--- config.mk ---
export PLATFORM = sky130hd
export DESIGN_NAME = moore_detector_ctrl_flat
export DESIGN_NICKNAME = d
export VERILOG_FILES = /design/src/rtl/moore_detector_ctrl_if.sv /design/src/rtl/moore_detector_ctrl.sv /design/src/flat_wrapper.sv
export SDC_FILE = /design/constraint.sdc
export NUM_CORES = 1
export LEC_CHECK = 0
export ABC_AREA = 0
export CORE_AREA = 4 4 41 43
export DETAILED_ROUTE_END_ITERATION = 12
export DIE_AREA = 0 0 45 47
export DONT_BUFFER_PORTS = 1
export HOLD_SLACK_MARGIN = 0.1
export PLACE_DENSITY = 0.67
export SLEW_MARGIN = 25
export SYNTH_ARGS = -nofsm -noshare
export SYNTH_HDL_FRONTEND = slang
export SYNTH_SLANG_ARGS = --single-unit
--- constraint.sdc ---
create_clock -name inputClk -period 2 [get_ports inputClk]
set_input_delay 0.1 -clock inputClk [delete_from_list [all_inputs] [get_ports inputClk]]
set_output_delay 0.1 -clock inputClk [all_outputs]
set_load 0.005 [all_outputs]
--- src/rtl/moore_detector_ctrl_if.sv ---
// Serial-sample bus between the stimulus source, the Ej1 state controller and the display logic.
// inputValid qualifies inputX and inputClr acts alone; there is no ready, so every cycle with inputValid=1 is a consumed sample.
interface moore_detector_ctrl_if #(
    parameter int COUNT_W = 8
);
    logic               inputValid;
    logic               inputX;
    logic               inputClr;
    logic               outputy1;
    logic               outputy2;
    logic               outputZ;
    logic [COUNT_W-1:0] outputCount;
    logic               outputSat;

    modport master (
        output inputValid, inputX, inputClr,
        input  outputy1, outputy2, outputZ, outputCount, outputSat
    );

    modport slave (
        input  inputValid, inputX, inputClr,
        output outputy1, outputy2, outputZ, outputCount, outputSat
    );
endinterface

--- src/rtl/moore_detector_ctrl.sv ---
// Moore state controller for the Ej1 3-bit sequence detector: owns {y1,y2}, drives Z and a
// saturating match counter. The transition table is built at elaboration from PATTERN/OVERLAP.
module moore_detector_ctrl #(
    parameter logic [2:0] PATTERN = 3'b101,
    parameter int         OVERLAP = 1,
    parameter int         COUNT_W = 8
) (
    input  logic                 inputClk,
    input  logic                 inputR,
    moore_detector_ctrl_if.slave bus
);

    typedef enum logic [1:0] {
        S0 = 2'b00,
        S1 = 2'b01,
        S2 = 2'b10,
        S3 = 2'b11
    } state_t;

    localparam logic [COUNT_W-1:0] CNT_MAX = '1;

    // Longest prefix of PATTERN that is a suffix of (matched prefix of length k, then x).
    function automatic logic [1:0] next_fn(input int k_in, input logic x);
        int         k;
        logic [3:0] seq;
        logic [3:0] suffix;
        logic [3:0] prefix;
        logic [1:0] res;
        k      = (k_in == 3 && OVERLAP == 0) ? 0 : k_in;
        seq    = {1'b0, PATTERN} >> (3 - k);
        seq    = {seq[2:0], x};
        res    = 2'd0;
        for (int j = 1; j <= 3; j++) begin
            suffix = seq & ((4'd1 << j) - 4'd1);
            prefix = {1'b0, PATTERN} >> (3 - j);
            if (j <= k + 1 && suffix == prefix) begin
                res = 2'(j);
            end
        end
        return res;
    endfunction

    logic [1:0] next_tbl [8];

    for (genvar g = 0; g < 8; g++) begin : g_tbl
        assign next_tbl[g] = next_fn(g >> 1, (g % 2) != 0);
    end

    state_t             state;
    logic               z;
    logic [COUNT_W-1:0] count;
    logic               sat;

    logic [1:0]         nxt;
    logic               match;
    logic [COUNT_W-1:0] cnt_base;
    logic               sat_base;
    logic [COUNT_W-1:0] count_nxt;
    logic               sat_nxt;

    assign nxt   = next_tbl[{state, bus.inputX}];
    assign match = bus.inputValid && (nxt == S3);

    // Clear is applied before the match increment, so a match on a clear edge yields 1.
    always_comb begin
        cnt_base  = bus.inputClr ? '0 : count;
        sat_base  = bus.inputClr ? 1'b0 : sat;
        count_nxt = cnt_base;
        sat_nxt   = sat_base;
        if (match && cnt_base != CNT_MAX) begin
            count_nxt = cnt_base + 1'b1;
            sat_nxt   = sat_base | (count_nxt == CNT_MAX);
        end
    end

    always_ff @(posedge inputClk) begin
        if (inputR) begin
            state <= S0;
            z     <= 1'b0;
            count <= '0;
            sat   <= 1'b0;
        end else begin
            if (bus.inputValid) begin
                state <= state_t'(nxt);
                z     <= (nxt == S3);
            end
            count <= count_nxt;
            sat   <= sat_nxt;
        end
    end

    assign bus.outputy1    = state[1];
    assign bus.outputy2    = state[0];
    assign bus.outputZ     = z;
    assign bus.outputCount = count;
    assign bus.outputSat   = sat;

endmodule
--- src/flat_wrapper.sv ---
// flat-port wrapper written by rule: the top's interface ports become plain ports
module moore_detector_ctrl_flat 
#(
    parameter logic [2:0] PATTERN = 3'b101,
    parameter int         OVERLAP = 1,
    parameter int         COUNT_W = 8
)
  (inputClk, inputR, bus_inputValid, bus_inputX, bus_inputClr, bus_outputy1, bus_outputy2, bus_outputZ, bus_outputCount, bus_outputSat);
  moore_detector_ctrl_if #(.COUNT_W(COUNT_W)) bus_i ();
  input  logic inputClk;
  input  logic inputR;
  input wire logic [$bits(bus_i.inputValid)-1:0] bus_inputValid;
  input wire logic [$bits(bus_i.inputX)-1:0] bus_inputX;
  input wire logic [$bits(bus_i.inputClr)-1:0] bus_inputClr;
  output wire logic [$bits(bus_i.outputy1)-1:0] bus_outputy1;
  output wire logic [$bits(bus_i.outputy2)-1:0] bus_outputy2;
  output wire logic [$bits(bus_i.outputZ)-1:0] bus_outputZ;
  output wire logic [$bits(bus_i.outputCount)-1:0] bus_outputCount;
  output wire logic [$bits(bus_i.outputSat)-1:0] bus_outputSat;
  assign bus_i.inputValid = bus_inputValid;
  assign bus_i.inputX = bus_inputX;
  assign bus_i.inputClr = bus_inputClr;
  assign bus_outputy1 = bus_i.outputy1;
  assign bus_outputy2 = bus_i.outputy2;
  assign bus_outputZ = bus_i.outputZ;
  assign bus_outputCount = bus_i.outputCount;
  assign bus_outputSat = bus_i.outputSat;
  moore_detector_ctrl #(.PATTERN(PATTERN), .OVERLAP(OVERLAP), .COUNT_W(COUNT_W)) u_core (.inputClk(inputClk), .inputR(inputR), .bus(bus_i));
endmodule
Word-level counts from Yosys, hierarchy flattened
Memories as Yosys holds them, arrays and structs flattened.
Index checks and enable logic that the tools add are counted.
- add/subtract/negate cells: 1
- reductions and logical operators: 2
- mux-type cells: 6
- magnitude comparators: 1
- equality and inequality tests: 3
- bitwise logic cells: 2
- shift-type cells: 0
- multipliers: 0
- divide/modulo/power cells: 0
- operators with widths (cell ; number):
    $mux 8 ; 2
    $add 8x1->8 const B ; 1
    $eq 8x8->1 const B ; 1
    $ne 8x8->1 const B ; 1
    $ge 4x4->1 const B ; 1
    $mux 2 ; 2
    $not 3->4 ; 1
    $eq 2x2->1 const B ; 1
    $logic_and 1x1->1 ; 2
    $mux 1 ; 2
    $or 1x1->1 ; 1
- output and inout bits: 12
- bits in registers: 12
- memories kept: 1
- word-level logic and storage cells: 20
- RAM bits: 0
- ROM bits: 16
- bits in latches: 0
- memories (name ; depth ; width ; rd ports ; clocked after memory_dff ; write ports ; RTL line ; text):
    (no name shown) ; 8 ; 2 ; 1 ; 0 ; 0 ; moore_detector_ctrl.sv:61 ; assign nxt = next_tbl[{state, bus.inputX}];

Logic depth before layout (Yosys ltp)
- depth in word-level cells: 8
- mapped depth: 6
- depth with buffers taken out: 6

Least setup slack after synthesis
Ideal clock, no wire load.
- kind: input to register
- start: input port u_core.state[0]
- end: register u_core.count[6] (netlist: u_core.bus.outputCount[6])
- arrival time: 1.329 ns
- stages: 6
- slack: 0.555 ns
- data required time: 1.884 ns
- cells stage by stage: dfxtp_1 -> ha_1 -> nor2b_1 -> o211a_2 -> a31oi_1 -> a41o_1
- word-level cells in the longest chain between the ends: 8
- ends and longest elaborated chain (what ; RTL line ; text):
    from (decl) ; moore_detector_ctrl.sv:49 ; state_t state;
    $not 3->4 (not written as such) ; moore_detector_ctrl.sv:61 ;
    $mem_v2 8x2 ; n/a ;
    $mux 2 (not written as such) (2 in a row) ; moore_detector_ctrl.sv:61 ;
    $eq 2x2->1 ; moore_detector_ctrl.sv:62 ; assign match = bus.inputValid && (nxt == S3);
    $logic_and 1x1->1 ; moore_detector_ctrl.sv:62 ;
    $logic_and 1x1->1 ; moore_detector_ctrl.sv:70 ; if (match && cnt_base != CNT_MAX) begin
    $mux 8 ; moore_detector_ctrl.sv:70 ;
    to (signal assigned) ; moore_detector_ctrl.sv:87 ; count <= count_nxt;
    to (decl) ; moore_detector_ctrl.sv:51 ; logic [COUNT_W-1:0] count;
No other way between the ends. The select of a mux whose other input is x is not followed.
A chain may end at the register's enable or synchronous reset.

Worst setup path after layout
Same ends and word-level chain as after synthesis.

==> flow_summary.yaml <==
synthesis:
  ys_ff_latch: 12
  synth_top_area_share_pct: 40.2
  synthTopCellsByArea: "dfxtp_1 (40%), a21oi_1 (6.7%), nor2_1 (5.6%), nand2_1 (5.0%), ha_1 (4.2%)"
  syn_area_um2: 598
  yosysWarningCount: 0
  synth_commonest_cells: "dfxtp_1 (12), nor2_1 (9), a21oi_1 (8), nand2_1 (8)"
  ys_seq_area_share_pct: 40.2
  async_reset_ff_share_pct: 0
  synth_edf_count: 0
  synth_top_cell_by_area: "dfxtp_1"
  synth_area_per_cell_um2: 8.31
  synth_nets: 79
  synth_cell_types: 31
  synthCells: 72
  yosysMostFrequentCell: "dfxtp_1"
  synthFlopType: "dfxtp_1"
timing:
  fin_crit_ps: 1560
  final-hold-violation-count: 0
  fin_crit_sh_pct: 78.2
  hold_ws_ps: 132
  fin_ws_ps: 435
  slew_headroom_pct: 82.3
  tns_ps: 0
  fmax_ghz: 0.639
  rsz0062_at_grt: "no"
  setup_violations: 0
  max_slew.worst_pin.slew_ps: 265
  fin_skew_ps: 3.35
  slew_violations: 0
cts:
  cts_buffers: 3
  cts_buffer_depth: 2
  htree_num_levels: 1
  root_buffer: "clkbuf_4"
  postCtsSetupRepairBufs: 0
  worstSkewPairLatency_ps: 270
  cts_tree: "done"
  clk_pin_slew_ps: 70
  cts-resized-gates: 0
  clock-sinks: 12
layout:
  seqCellArea_um2: 240
  num_antenna_cells: 0
  drive_above_1_share_pct: 6.49
  fin_util_pct: 51.2
  nNetsFinal: 86
  fillers: 137
  multi_input_area_um2: 347
  final_area_um2: 666
  syn_to_final_growth_pct: 11.3
placement:
  pre_cts_slack_ps: 444
  port_buffers: 0
  globalplace.congestion: 0.772
  placed_area_um2: 613
  dp_hpwl_um: 930
run:
  maxCapViolCount: 0
worst_setup_path:
  end_kind: "flop"
  crit_fanout: 8
  r2r_cells: 5
  r2r-end: "u_core.bus.outputCount[6]$_SDFF_PP0_"
  crit_arrival_ps: 1730
  crit_path_start: "u_core.state[0]$_SDFFE_PP0P_"
  cp.required_ps: 2170
  r2r_setup_slack_ps: 440
  crit_type: "reg2reg"
  crit_path_start_kind: "flop"
  r2r_start: "u_core.state[0]$_SDFFE_PP0P_"
min_path:
  hp-class: "in2reg"
  hp-start: "bus_inputX"
  hold_depth: 3
  hold_end: "u_core.state[1]$_SDFFE_PP0P_"
power:
  p_leak_nw: 0.252
  p_per_area_nw_per_um2: 616
  ir_drop_mv: 0.445
drt:
  drc_errors: 0
  routedWlPerCell_um: 13.3
  vias: 535
  drtPass1Iterations: 2
  routed_wl_mm: 1.23
  avgViaCountPerCell: 5.82
  drtAntennaViolNets: 0
  drtIter0Drc: 4
floorplanning:
  die_area_um2: 2120
  die_h_um: 47
  coreArea_um2: 1300
  start_util_pct: 46.0
  die_w_um: 45
  row_count: 13
  io_pins: 17
run_status:
  outcome: "finished clean"
grt:
  grt_max_degree: 9
  grt_pass1_vias: 479
  grt-ovfl-total: 0
  grt_pass1_wl_mm: 2.05
  antenna_found_initial: 0
  track_usage_pct: 13.3
-- repair_timing --
item / in CTS / in global routing
endpoints found under the setup margin: 0 / 0
hold buffers: 3 / 0
hold endpoints to repair: 5 / 0
-- stage by stage --
step           power (mW)  cells
2_1_floorplan       0.262     72
3_3_place_gp        0.264     86
3_5_place_dp        0.265     86
4_1_cts             0.414     92
5_1_grt             0.427     92
6_report            0.410     92
-- power breakdown --
part / internal, mW / leakage [nW] / switching (mW) / total, mW
registers: 0.241 / 0.0969 / 0.00258 / 0.244
logic: 0.0104 / 0.142 / 0.0112 / 0.0216
clock network: 0.0696 / 0.0138 / 0.0755 / 0.145
-- per-layer routing --
metal	vias to the layer above	share of wire, %	GRT usage [%]
li1	274	-	-
met1	243	46	16.2
met2	16	44	20.1
met3	2	9.0	7.66
met4	0	0.90	3.51
met5	-	0	0
-- critical path: stages (launching register included) --
cell and delay [ps]:
dfxtp_1 340, ha_1 310, nor2b_1 190, o211a_2 310
a31oi_1 100, a41o_1 210
-- worst max path at each step --
stage / to / slack (ps) / cells after the start
after CTS: u_core.bus.outputCount[6]$_SDFF_PP0_ / 430 / 5
after detailed placement: u_core.bus.outputCount[6]$_SDFF_PP0_ / 440 / 5
final: u_core.bus.outputCount[6]$_SDFF_PP0_ / 440 / 5
after global placement: u_core.bus.outputCount[6]$_SDFF_PP0_ / 470 / 5
after floorplan: u_core.bus.outputCount[6]$_SDFF_PP0_ / 560 / 5
after global routing: u_core.bus.outputCount[4]$_SDFF_PP0_ / 340 / 5
-- layout make-up --
type / count / share of cell area (%)
Tap cell: 15 / 2.82
Sequential cell: 12 / 36.1
Multi-Input combinational cell: 57 / 52.1
Timing Repair Buffer: 3 / 4.51
Inverter: 2 / 1.13
Clock buffer: 3 / 3.38
-- flip-flops by register name (all words and copies together) (netlist names) --
signal / count
u_core.bus.outputZ: 1
u_core.state: 2
u_core.bus.outputSat: 1
u_core.bus.outputCount: 8
-- cell families after synthesis --
kind of cell    synth area share, %
compound gates                 23.6
xor+xnor                       1.46
fa+ha+maj                      4.18
buf+inv                        1.88
flops                          40.2
simple gates                   28.7
-- cells in the final DEF, fill, tap and decap left out, types with 2 or more instances in the layout --
cell type | synthesis | routed
a31oi_1 | 2 | 2
a21oi_1 | 8 | 8
clkbuf_4 | 0 | 3
nor2_1 | 9 | 9
dfxtp_1 | 12 | 12
ha_1 | 2 | 2
and2_1 | 2 | 2
a211oi_1 | 2 | 2
nand3_1 | 2 | 2
and3_1 | 2 | 2
dlygate4sd3_1 | 0 | 3
nand2_1 | 8 | 8
inv_1 | 2 | 2
nor2b_1 | 2 | 2
(Power assumes the default switching activity.)
